$ cat src/rtl/alu_result_stage.sv
// alu_result_stage
// Registered output stage behind the ALU logic-result mux. Each accepted
// result is sanitised, tagged with status flags at capture time and queued
// in a 2-entry skid FIFO toward a valid/ready consumer. A saturating counter
// records how many results were accepted with the unused select code.
module alu_result_stage #(
   parameter int WIDTH     = 8,
   parameter int ERR_CNT_W = 8
) (
   input  logic                 clk,
   input  logic                 rst_n,
   input  logic                 in_valid,
   output logic                 in_ready,
   input  logic [WIDTH-1:0]     in_result,
   input  logic [1:0]           in_sel,
   output logic                 out_valid,
   input  logic                 out_ready,
   output logic [WIDTH-1:0]     out_result,
   output logic                 out_zero,
   output logic                 out_neg,
   output logic                 out_parity,
   output logic                 out_undef,
   output logic [ERR_CNT_W-1:0] err_count
);

   // Entry layout: {result, zero, neg, parity, undef}
   localparam int ENT_W = WIDTH + 4;

   typedef enum logic [1:0] {
      EMPTY = 2'd0,
      ONE   = 2'd1,
      FULL  = 2'd2
   } state_t;

   state_t                 state_p1;
   state_t                 state_nxt;
   logic [ENT_W-1:0]       cap_p0;
   logic [ENT_W-1:0]       head_p1;
   logic [ENT_W-1:0]       tail_p1;
   logic [ERR_CNT_W-1:0]   err_cnt_p1;
   logic                   push;
   logic                   pop;
   logic                   load_head;
   logic                   load_tail;
   logic                   shift_tail;
   logic                   undef_push;

   // Select 3 routes the mux's unconnected input, so its data is replaced by
   // a fixed zero entry; this also keeps an X on in_result out of the FIFO.
   function automatic logic [ENT_W-1:0] sanitize(input logic [WIDTH-1:0] r,
                                                 input logic [1:0]       sel);
      logic [ENT_W-1:0] e;
      if (sel == 2'd3) begin
         e = {{WIDTH{1'b0}}, 1'b1, 1'b0, 1'b0, 1'b1};
      end else begin
         e = {r, (r == '0), r[WIDTH-1], ^r, 1'b0};
      end
      return e;
   endfunction

   // Counter sticks at all-ones instead of wrapping.
   function automatic logic [ERR_CNT_W-1:0] sat_inc(input logic [ERR_CNT_W-1:0] c);
      logic [ERR_CNT_W-1:0] n;
      if (c == '1) begin
         n = c;
      end else begin
         n = c + 1'b1;
      end
      return n;
   endfunction

   // Handshake decode from registered occupancy only, so in_ready never
   // follows out_ready combinationally.
   assign in_ready   = (state_p1 != FULL);
   assign out_valid  = (state_p1 != EMPTY);
   assign push       = in_valid && in_ready;
   assign pop        = out_valid && out_ready;
   assign undef_push = push && (in_sel == 2'd3);

   // ---- p0: capture-side sanitising and flag derivation ----
   assign cap_p0 = sanitize(in_result, in_sel);

   // Occupancy next-state and entry load steering.
   always_comb begin
      state_nxt  = state_p1;
      load_head  = 1'b0;
      load_tail  = 1'b0;
      shift_tail = 1'b0;
      unique case (state_p1)
         EMPTY: begin
            if (push) begin
               state_nxt = ONE;
               load_head = 1'b1;
            end
         end
         ONE: begin
            if (push && pop) begin
               load_head = 1'b1;
            end else if (push) begin
               state_nxt = FULL;
               load_tail = 1'b1;
            end else if (pop) begin
               state_nxt = EMPTY;
            end
         end
         FULL: begin
            if (pop) begin
               state_nxt  = ONE;
               shift_tail = 1'b1;
            end
         end
         default: begin
            state_nxt = EMPTY;
         end
      endcase
   end

   // ---- p1: occupancy state register ----
   always_ff @(posedge clk or negedge rst_n) begin
      if (!rst_n) begin
         state_p1 <= EMPTY;
      end else begin
         state_p1 <= state_nxt;
      end
   end

   // Head entry: new capture when the FIFO drains to it, else the tail moves up.
   always_ff @(posedge clk or negedge rst_n) begin
      if (!rst_n) begin
         head_p1 <= '0;
      end else if (load_head) begin
         head_p1 <= cap_p0;
      end else if (shift_tail) begin
         head_p1 <= tail_p1;
      end
   end

   // Tail entry: skid slot filled only when the head is stalled.
   always_ff @(posedge clk or negedge rst_n) begin
      if (!rst_n) begin
         tail_p1 <= '0;
      end else if (load_tail) begin
         tail_p1 <= cap_p0;
      end
   end

   // Undefined-select counter advances on accepted sel==3 transfers only.
   always_ff @(posedge clk or negedge rst_n) begin
      if (!rst_n) begin
         err_cnt_p1 <= '0;
      end else if (undef_push) begin
         err_cnt_p1 <= sat_inc(err_cnt_p1);
      end
   end

   assign out_result = head_p1[ENT_W-1:4];
   assign out_zero   = head_p1[3];
   assign out_neg    = head_p1[2];
   assign out_parity = head_p1[1];
   assign out_undef  = head_p1[0];
   assign err_count  = err_cnt_p1;

endmodule

$ cat config.mk
export PLATFORM = sky130hd
export DESIGN_NAME = alu_result_stage
export DESIGN_NICKNAME = d
export VERILOG_FILES = /design/src/rtl/alu_result_stage.sv
export SDC_FILE = /design/constraint.sdc
export NUM_CORES = 1
export LEC_CHECK = 0
export CAP_MARGIN = 5
export CORE_ASPECT_RATIO = 0.7
export CORE_MARGIN = 4
export CORE_UTILIZATION = 45
export CTS_BUF_LIST = sky130_fd_sc_hd__clkbuf_16
export DETAILED_ROUTE_END_ITERATION = 8
export PLACE_DENSITY = 0.75
export SLEW_MARGIN = 5
export SYNTH_ARGS = -nofsm -noshare
export SYNTH_HDL_FRONTEND = slang
export SYNTH_SLANG_ARGS = --single-unit
$ cat constraint.sdc
create_clock -name clk -period 1.4 [get_ports clk]
set_clock_uncertainty 0.1 [all_clocks]
set_input_delay 0.28 -clock clk [delete_from_list [all_inputs] [get_ports clk]]
set_output_delay 0.28 -clock clk [all_outputs]
set_load 0.01 [all_outputs]
==> metrics.txt, run 1 <==
# TYPE chip_impl_metric gauge
chip_impl_info{name="rr_startpoint",value="state_p1[0]"} 1
chip_impl_metric{name="clk_path_buf_depth",unit=""} 2
chip_impl_info{name="worst_path_max_delay_cell",value="dfrtp_1"} 1
chip_impl_metric{name="wl_per_cell",unit="um"} 20.3
chip_impl_metric{name="timing.critical_path.depth",unit=""} 7
chip_impl_metric{name="grtUsageMet2",unit="%"} 36.7
chip_impl_info{name="regToRegEndpoint",value="head_p1[1]"} 1
chip_impl_metric{name="remaining_drc_errors",unit=""} 0
chip_impl_metric{name="setup.reg_to_reg.worst_slack",unit="ns"} -0.29
chip_impl_metric{name="worstSkewPairLatency",unit="ns"} 0.28
chip_impl_metric{name="buffering_stage_count_on_the_worst_path_with_inverters_included",unit=""} 3
chip_impl_metric{name="drt_iter0_markers",unit=""} 123
chip_impl_info{name="globalRoute.busiestLayer",value="met2"} 1
chip_impl_info{name="synth.area.top_cells",value="dfrtp_1 49%, nand2_1 6.8%, mux2_2 4.8%, mux2i_1 4.3%, ha_1 3.8%"} 1
chip_impl_metric{name="timing.critical_path.fanout_max",unit=""} 8
chip_impl_metric{name="cts.sinks",unit=""} 32
chip_impl_info{name="critPathCaptureType",value="register"} 1
chip_impl_info{name="critPathKind",value="reg -> reg"} 1
chip_impl_metric{name="seq_area_frac_synth",unit="%"} 48.6
chip_impl_metric{name="synth.cell_area",unit="sq mm"} 0.00165
chip_impl_info{name="violations_in_the_final_reports",value="setup timing"} 1
chip_impl_metric{name="placeableCoreArea",unit="sq mm"} 0.00351
chip_impl_metric{name="ir_worst_vdd",unit="mV"} 1.55
chip_impl_metric{name="synth_top_area_share",unit="%"} 48.6
chip_impl_info{name="postSynth.topFlopCell",value="dfrtp_1"} 1
chip_impl_metric{name="final_util",unit="%"} 81.7
chip_impl_metric{name="cts_inserted_buffers",unit=""} 5
chip_impl_metric{name="route.antenna.remaining_nets",unit=""} 0
chip_impl_metric{name="total_inserted_antenna_cells",unit=""} 0
chip_impl_info{name="synthMostInstantiatedCell",value="dfrtp_1"} 1
chip_impl_metric{name="syn_nets",unit=""} 181
chip_impl_info{name="clk_root_buffer_cell",value="clkbuf_16"} 1
chip_impl_metric{name="worst-endpoint-arrival",unit="ns"} 1.73
chip_impl_metric{name="ys_async_sr_fraction",unit="%"} 100
chip_impl_info{name="yosys-top-cells-count",value="32 x dfrtp_1, 30 x nand2_1, 15 x inv_1"} 1
chip_impl_metric{name="place_congestion",unit=""} 0.850
chip_impl_metric{name="drive_gt1_share",unit="%"} 51.5
chip_impl_metric{name="grt_use_met3",unit="%"} 6.27
chip_impl_metric{name="track_usage",unit="%"} 22.0
chip_impl_metric{name="io_pins",unit=""} 36
chip_impl_metric{name="dp_hpwl",unit="um"} 2950
chip_impl_metric{name="die_height",unit="um"} 58.6
chip_impl_metric{name="postRouteWirelength",unit="um"} 5900
chip_impl_metric{name="design.final.nets",unit=""} 259
chip_impl_info{name="setup.worst_path.start_class",value="register"} 1
chip_impl_info{name="cpMostUsedCell",value="buf_6"} 1
chip_impl_metric{name="worst-endpoint-required",unit="ns"} 1.44
chip_impl_metric{name="ys.warnings.count",unit=""} 0
chip_impl_metric{name="clkSlewWorstSetupHoldPaths",unit="ns"} 0.05
chip_impl_metric{name="final_cells",unit=""} 291
chip_impl_metric{name="dpl.cell_count",unit=""} 266
chip_impl_metric{name="area_occupied_by_multi_input_gates",unit="sq mm"} 0.00108
chip_impl_metric{name="period_share",unit="%"} 121
chip_impl_metric{name="die_width",unit="um"} 80.3
chip_impl_metric{name="place.port_buffers",unit=""} 35
chip_impl_metric{name="slew_viol_final",unit=""} 0
chip_impl_metric{name="die_area",unit="sq mm"} 0.00471
chip_impl_info{name="hp-class",value="in -> async"} 1
chip_impl_metric{name="number_of_synthesized_flops_with_an_enable_pin",unit=""} 0
chip_impl_metric{name="rows",unit=""} 18
chip_impl_metric{name="first_global_vias",unit=""} 1536
chip_impl_metric{name="number_of_antenna_violations_at_the_first_check_in_global_routing",unit=""} 0
chip_impl_info{name="setup_repair_after_global_routing_missed_its_margin",value="yes"} 1
chip_impl_info{name="outcome",value="finished with violations"} 1
chip_impl_info{name="cell_type_contributing_the_most_total_cell_area_after_synthesis",value="dfrtp_1"} 1
chip_impl_metric{name="grt_use_met1",unit="%"} 25.9
chip_impl_metric{name="hold_violations",unit=""} 0
chip_impl_metric{name="grt_start_max_net_pins",unit=""} 33
chip_impl_metric{name="setup_slack_of_the_critical_path_after_layout",unit="ns"} -0.294
chip_impl_metric{name="final.hold.worst_slack",unit="ns"} 0.268
chip_impl_info{name="family_with_the_most_delay_on_the_worst_path",value="flip-flops"} 1
chip_impl_metric{name="post_drt_via_cell_ratio",unit=""} 5.41
chip_impl_info{name="cells_traversed_along_the_worst_timing_path",value="buf_6 > and3b_2 > a21oi_4 > buf_12 > buf_6 > a32oi_1 > o21ai_1"} 1
chip_impl_metric{name="maxCapViolations",unit=""} 0
chip_impl_metric{name="fillers",unit=""} 188
chip_impl_metric{name="placed_area",unit="sq mm"} 0.00222
chip_impl_metric{name="min_period",unit="ns"} 1.69
chip_impl_metric{name="leakage",unit="nW"} 1.42
chip_impl_metric{name="remaining_global_route_overflow",unit=""} 0
chip_impl_metric{name="worst-r2r-cell-count",unit=""} 7
chip_impl_metric{name="floorplan.initialDensity",unit="%"} 46.9
chip_impl_metric{name="area.growth.synth_to_final",unit="%"} 74.4
chip_impl_metric{name="maximum_cell_stage_delay_along_the_critical_path",unit="ns"} 0.44
chip_impl_info{name="cts_tree",value="yes"} 1
chip_impl_metric{name="drt_first_pass_iters",unit=""} 4
chip_impl_metric{name="max_freq",unit="MHz"} 590
chip_impl_metric{name="tightestPinTransition",unit="ns"} 0.339
chip_impl_metric{name="synth.lib_cells_used.distinct",unit=""} 37
chip_impl_metric{name="cts-htree-levels",unit=""} 2
chip_impl_metric{name="grt_pass1_wl",unit="um"} 7600
chip_impl_metric{name="synth.avg_cell_area",unit="sq um"} 10.2
chip_impl_metric{name="design_area",unit="sq mm"} 0.00287
chip_impl_metric{name="placement.setup.worst_slack",unit="ns"} -0.586
chip_impl_metric{name="synth_seq_cells",unit=""} 32
chip_impl_metric{name="power-per-cell-area",unit="mW/mm^2"} 1580
chip_impl_metric{name="register_area",unit="sq um"} 801
chip_impl_metric{name="final-setup-viol-count",unit=""} 33
chip_impl_metric{name="mapped_cells",unit=""} 162
chip_impl_metric{name="num_vias",unit=""} 1574
chip_impl_metric{name="max_slew_margin",unit="%"} 77.4
-- registers in the layout (all words and copies together) (netlist names) --
name,count
state_p1,2
tail_p1,11
err_count,8
head_p1,11
-- cell type report --
type	instances	area share [%]
multi-input combinational	108	37.5
clock buffer	5	4.36
inverter	15	2.05
sequential	32	27.9
timing repair buffer	78	25.7
clock inverter	3	0.392
tap	50	2.18
-- through the flow --
stage,setup TNS [ns],power (mW)
after floorplan,-1.03,2.14
after global placement,-11.23,2.88
after detailed placement,-13.16,2.97
after CTS,-2.48,4.10
after global routing,-5.30,4.78
final,-4.20,4.55
-- worst max-delay path by stage --
stage | end | startpoint | slack [ns]
5_1_grt | err_count[6] | err_count[0] | -0.33
4_1_cts | err_count[6] | err_count[1] | -0.23
2_1_floorplan | err_count[6] | err_count[0] | -0.22
3_3_place_gp | head_p1[1] | in_result[2] | -0.52
6_report | head_p1[1] | state_p1[0] | -0.29
3_5_place_dp | head_p1[1] | in_result[2] | -0.59
-- logic make-up (layout without fill, tap and decap cells) --
group | count (synthesis) | after routing | synth area share, %
compound gates | 27 | 27 | 10.1
xor+xnor | 6 | 6 | 3.19
fa+ha+maj | 5 | 5 | 3.80
buf+inv | 23 | 101 | 6.99
flops | 32 | 32 | 48.6
mux | 16 | 16 | 10.4
simple gates | 53 | 54 | 16.9
-- cells in the final DEF, fill, tap and decap left out, types with 2 or more instances in the layout --
master         count
a21oi_1            3
a32oi_2            2
and2_1             2
and2_4             2
buf_12             2
buf_2              5
buf_4             25
buf_6             13
buf_8              3
clkbuf_16          7
dfrtp_1           32
dlygate4sd2_1     26
ha_4               5
inv_1             12
inv_2              4
mux2_4             7
mux2i_1            6
nand2_1           14
nand2_2            9
nand2_4            7
nand2b_1           2
nand2b_4           2
nand3_1            2
nand4_1            2
o21ai_1            4
o21ai_2            8
xnor2_1            2
xnor2_2            2
-- report_power, final --
part	switching [mW]	internal [mW]	total, mW
Combinational	0.927	1.08	2.00
Sequential	0.287	1.25	1.54
Clock	0.369	0.638	1.01
Total	1.58	2.97	4.55
-- layer usage --
layer / wire (um) / part of all wire [%] / vias to the layer above
met5: 0 / 0 / -
met4: 163 / 2.8 / 0
met3: 342 / 5.8 / 16
met2: 3030 / 51 / 65
met1: 2360 / 40 / 787
li1: - / - / 706
-- repair_timing --
action                     CTS  global route
hold buffers                 0             0
gates resized for setup     89            72
pin swaps                   18            26
cloned                       1             2
buffers inserted            11             7
setup endpoints to repair   53            35
-- worst register-to-register path, cell delays in order, from the launching register on --
cell and delay [ns]:
dfrtp_1 0.44, buf_6 0.16, and3b_2 0.27, a21oi_4 0.05
buf_12 0.15, buf_6 0.12, a32oi_1 0.16, o21ai_1 0.12
No activity file was read; power rests on OpenSTA's default activity.
==> run 2, diff against run 1 <==
--- a/config.mk
+++ b/config.mk
@@ -6,7 +6,6 @@
 export NUM_CORES = 1
 export LEC_CHECK = 0
 export CAP_MARGIN = 5
-export CORE_ASPECT_RATIO = 0.7
 export CORE_MARGIN = 4
 export CORE_UTILIZATION = 45
 export CTS_BUF_LIST = sky130_fd_sc_hd__clkbuf_16
==> run 2 against run 1 <==
Effect of this change: the flow still finishes with violations (setup timing); sequential power is essentially flat; clock power grew 25%; worst hold slack improved by 0.020 ns; wire length grew 11%; register-to-register slack got worse by 0.03 ns; die area decreased by 0.33%; cell area up 3.5%; global-route usage up 3.9 points; combinational power grew 3%; sequential share of layout area fell by 0.91 points; non-clock buffer count up 7; critical path type unchanged; critical endpoint is now err_count[6].
==> metrics.txt, run 2 (synthesized netlist as in run 1, its figures left out) <==
# TYPE chip_impl_metric gauge
chip_impl_info{name="rr_startpoint",value="err_count[0]"} 1
chip_impl_metric{name="place_congestion",unit=""} 0.862
chip_impl_metric{name="grt_start_max_net_pins",unit=""} 33
chip_impl_metric{name="drt_first_pass_iters",unit=""} 4
chip_impl_metric{name="cts.sinks",unit=""} 32
chip_impl_info{name="critPathCaptureType",value="register"} 1
chip_impl_info{name="clk_root_buffer_cell",value="clkbuf_16"} 1
chip_impl_metric{name="floorplan.initialDensity",unit="%"} 47.8
chip_impl_info{name="critPathCapture",value="err_count[6]"} 1
chip_impl_metric{name="grt_pass1_wl",unit="um"} 8540
chip_impl_info{name="layout.cells.most_common",value="dfrtp_1"} 1
chip_impl_info{name="critical_path.startpoint",value="err_count[0]"} 1
chip_impl_metric{name="num_vias",unit=""} 1695
chip_impl_metric{name="placeableCoreArea",unit="sq mm"} 0.00344
chip_impl_metric{name="number_of_antenna_violations_at_the_first_check_in_global_routing",unit=""} 0
chip_impl_metric{name="total_inserted_antenna_cells",unit=""} 0
chip_impl_metric{name="setup_slack_of_the_critical_path_after_layout",unit="ns"} -0.320
chip_impl_metric{name="worst-r2r-cell-count",unit=""} 5
chip_impl_info{name="critPathKind",value="reg -> reg"} 1
chip_impl_metric{name="area.growth.synth_to_final",unit="%"} 80.5
chip_impl_metric{name="die_height",unit="um"} 68.5
chip_impl_metric{name="post_drt_via_cell_ratio",unit=""} 5.77
chip_impl_metric{name="maxCapViolations",unit=""} 0
chip_impl_metric{name="route.antenna.remaining_nets",unit=""} 0
chip_impl_metric{name="design.final.nets",unit=""} 266
chip_impl_info{name="worst_path_max_delay_cell",value="dfrtp_1"} 1
chip_impl_metric{name="io_pins",unit=""} 36
chip_impl_metric{name="worst-endpoint-arrival",unit="ns"} 1.78
chip_impl_metric{name="cts_inserted_buffers",unit=""} 5
chip_impl_metric{name="rows",unit=""} 21
chip_impl_metric{name="drt_iter0_markers",unit=""} 175
chip_impl_metric{name="timing.critical_path.fanout_max",unit=""} 3
chip_impl_metric{name="final_cells",unit=""} 294
chip_impl_metric{name="worst-endpoint-required",unit="ns"} 1.46
chip_impl_metric{name="fillers",unit=""} 174
chip_impl_metric{name="maximum_cell_stage_delay_along_the_critical_path",unit="ns"} 0.40
chip_impl_metric{name="dpl.cell_count",unit=""} 265
chip_impl_metric{name="holdBufCountCts",unit=""} 0
chip_impl_metric{name="max_freq",unit="MHz"} 581
chip_impl_metric{name="remaining_drc_errors",unit=""} 0
chip_impl_info{name="layout.cells.most_common_list",value="31 x dfrtp_1, 27 x buf_4, 25 x dlygate4sd2_1"} 1
chip_impl_metric{name="power-per-cell-area",unit="mW/mm^2"} 1640
chip_impl_metric{name="min_period",unit="ns"} 1.72
chip_impl_info{name="violations_in_the_final_reports",value="setup timing"} 1
chip_impl_metric{name="timing.setup.tns",unit="ns"} -3.87
chip_impl_metric{name="design_area",unit="sq mm"} 0.00297
chip_impl_metric{name="totalPowerFinal",unit="mW"} 4.88
chip_impl_metric{name="final.hold.worst_slack",unit="ns"} 0.288
chip_impl_metric{name="setup.reg_to_reg.worst_slack",unit="ns"} -0.32
chip_impl_info{name="setup_repair_after_global_routing_missed_its_margin",value="yes"} 1
chip_impl_info{name="cts_tree",value="yes"} 1
chip_impl_metric{name="worstSkewPairLatency",unit="ns"} 0.28
chip_impl_info{name="regToRegEndpoint",value="err_count[6]"} 1
chip_impl_metric{name="ir_worst_vdd",unit="mV"} 1.06
chip_impl_metric{name="wl_per_cell",unit="um"} 22.3
chip_impl_metric{name="track_usage",unit="%"} 25.9
chip_impl_info{name="hp-class",value="in -> async"} 1
chip_impl_metric{name="postRouteWirelength",unit="um"} 6550
chip_impl_metric{name="first_global_vias",unit=""} 1732
chip_impl_metric{name="final-setup-viol-count",unit=""} 33
chip_impl_metric{name="tightestPinTransition",unit="ns"} 0.236
chip_impl_metric{name="place.port_buffers",unit=""} 35
chip_impl_metric{name="final_util",unit="%"} 86.4
chip_impl_metric{name="drive_gt1_share",unit="%"} 54.4
chip_impl_metric{name="slew_viol_final",unit=""} 0
chip_impl_metric{name="leakage",unit="nW"} 1.45
chip_impl_metric{name="hold_violations",unit=""} 0
chip_impl_metric{name="placement.setup.worst_slack",unit="ns"} -0.562
chip_impl_metric{name="remaining_global_route_overflow",unit=""} 0
chip_impl_metric{name="clk_path_buf_depth",unit=""} 2
chip_impl_metric{name="clkSlewWorstSetupHoldPaths",unit="ns"} 0.06
chip_impl_metric{name="placed_area",unit="sq mm"} 0.00225
chip_impl_info{name="cells_traversed_along_the_worst_timing_path",value="ha_4 > nand2_4 > nor4b_4 > nand4_1 > mux2_4"} 1
chip_impl_info{name="setup.worst_path.start_class",value="register"} 1
chip_impl_metric{name="max_slew_margin",unit="%"} 83.8
chip_impl_metric{name="cts-htree-levels",unit=""} 2
chip_impl_metric{name="dp_hpwl",unit="um"} 2850
chip_impl_metric{name="period_share",unit="%"} 123
chip_impl_metric{name="die_area",unit="sq mm"} 0.00469
chip_impl_info{name="outcome",value="finished with violations"} 1
chip_impl_metric{name="die_width",unit="um"} 68.5
## run 2: cell count changes in the layout (fill, tap and decap cells not counted), sizes merged
cell	previous run	this run
inv	17	15
buf	48	55
clkinvlp	0	1
bufinv	0	1
clkbuf	8	7
dlygate4sd2	26	25
clkdlybuf4s50	1	3
## run 2: report_power, final
part / switching [mW] / leakage, nW / internal [mW]
Combinational: 0.952 / 0.967 / 1.11
Clock: 0.428 / 0.0798 / 0.835
Sequential: 0.299 / 0.408 / 1.25
## run 2: worst min path at each step
stage | start | end | cells past startpoint
floorplan | rst_n | err_count[0] | 0
global placement | head_p1[6] | head_p1[6] | 2
detailed placement | head_p1[6] | head_p1[6] | 2
CTS | rst_n | tail_p1[10] | 2
global route | rst_n | tail_p1[10] | 2
finish | rst_n | head_p1[2] | 2
## run 2: cell type report
class	instances	area (sq um)	share of cell area [%]
Clock buffer	5	125	4.21
Tap cell	46	57.6	1.94
Inverter	15	58.8	1.98
Clock inverter	3	42.5	1.43
Sequential cell	32	802	27.0
Timing Repair Buffer	85	792	26.6
Multi-Input combinational cell	108	1090	36.8
## run 2: worst max-delay path, delay by kind of cell, from the launching register on
family / cells / cell delay (ns)
flip-flops: 1 / 0.40
AND/OR/NAND/NOR: 3 / 0.56
multiplexers: 1 / 0.35
adder cells (fa/ha/maj): 1 / 0.18
## run 2: timing repair
| action | 4_1_cts | 5_1_grt |
|---|---|---|
| gates resized for setup | 110 | 53 |
| cloned | 3 | 0 |
| setup endpoints to repair | 51 | 35 |
| setup buffers | 13 | 8 |
| pin swaps | 21 | 19 |
## run 2: metal layers
metal / vias up / global-route usage, % / share of wire (%)
met2: 84 / 44.8 / 51
met5: - / 0 / 0
met4: 0 / 14.6 / 6.7
met1: 851 / 29.7 / 37
li1: 725 / - / -
met3: 35 / 4.86 / 5.1
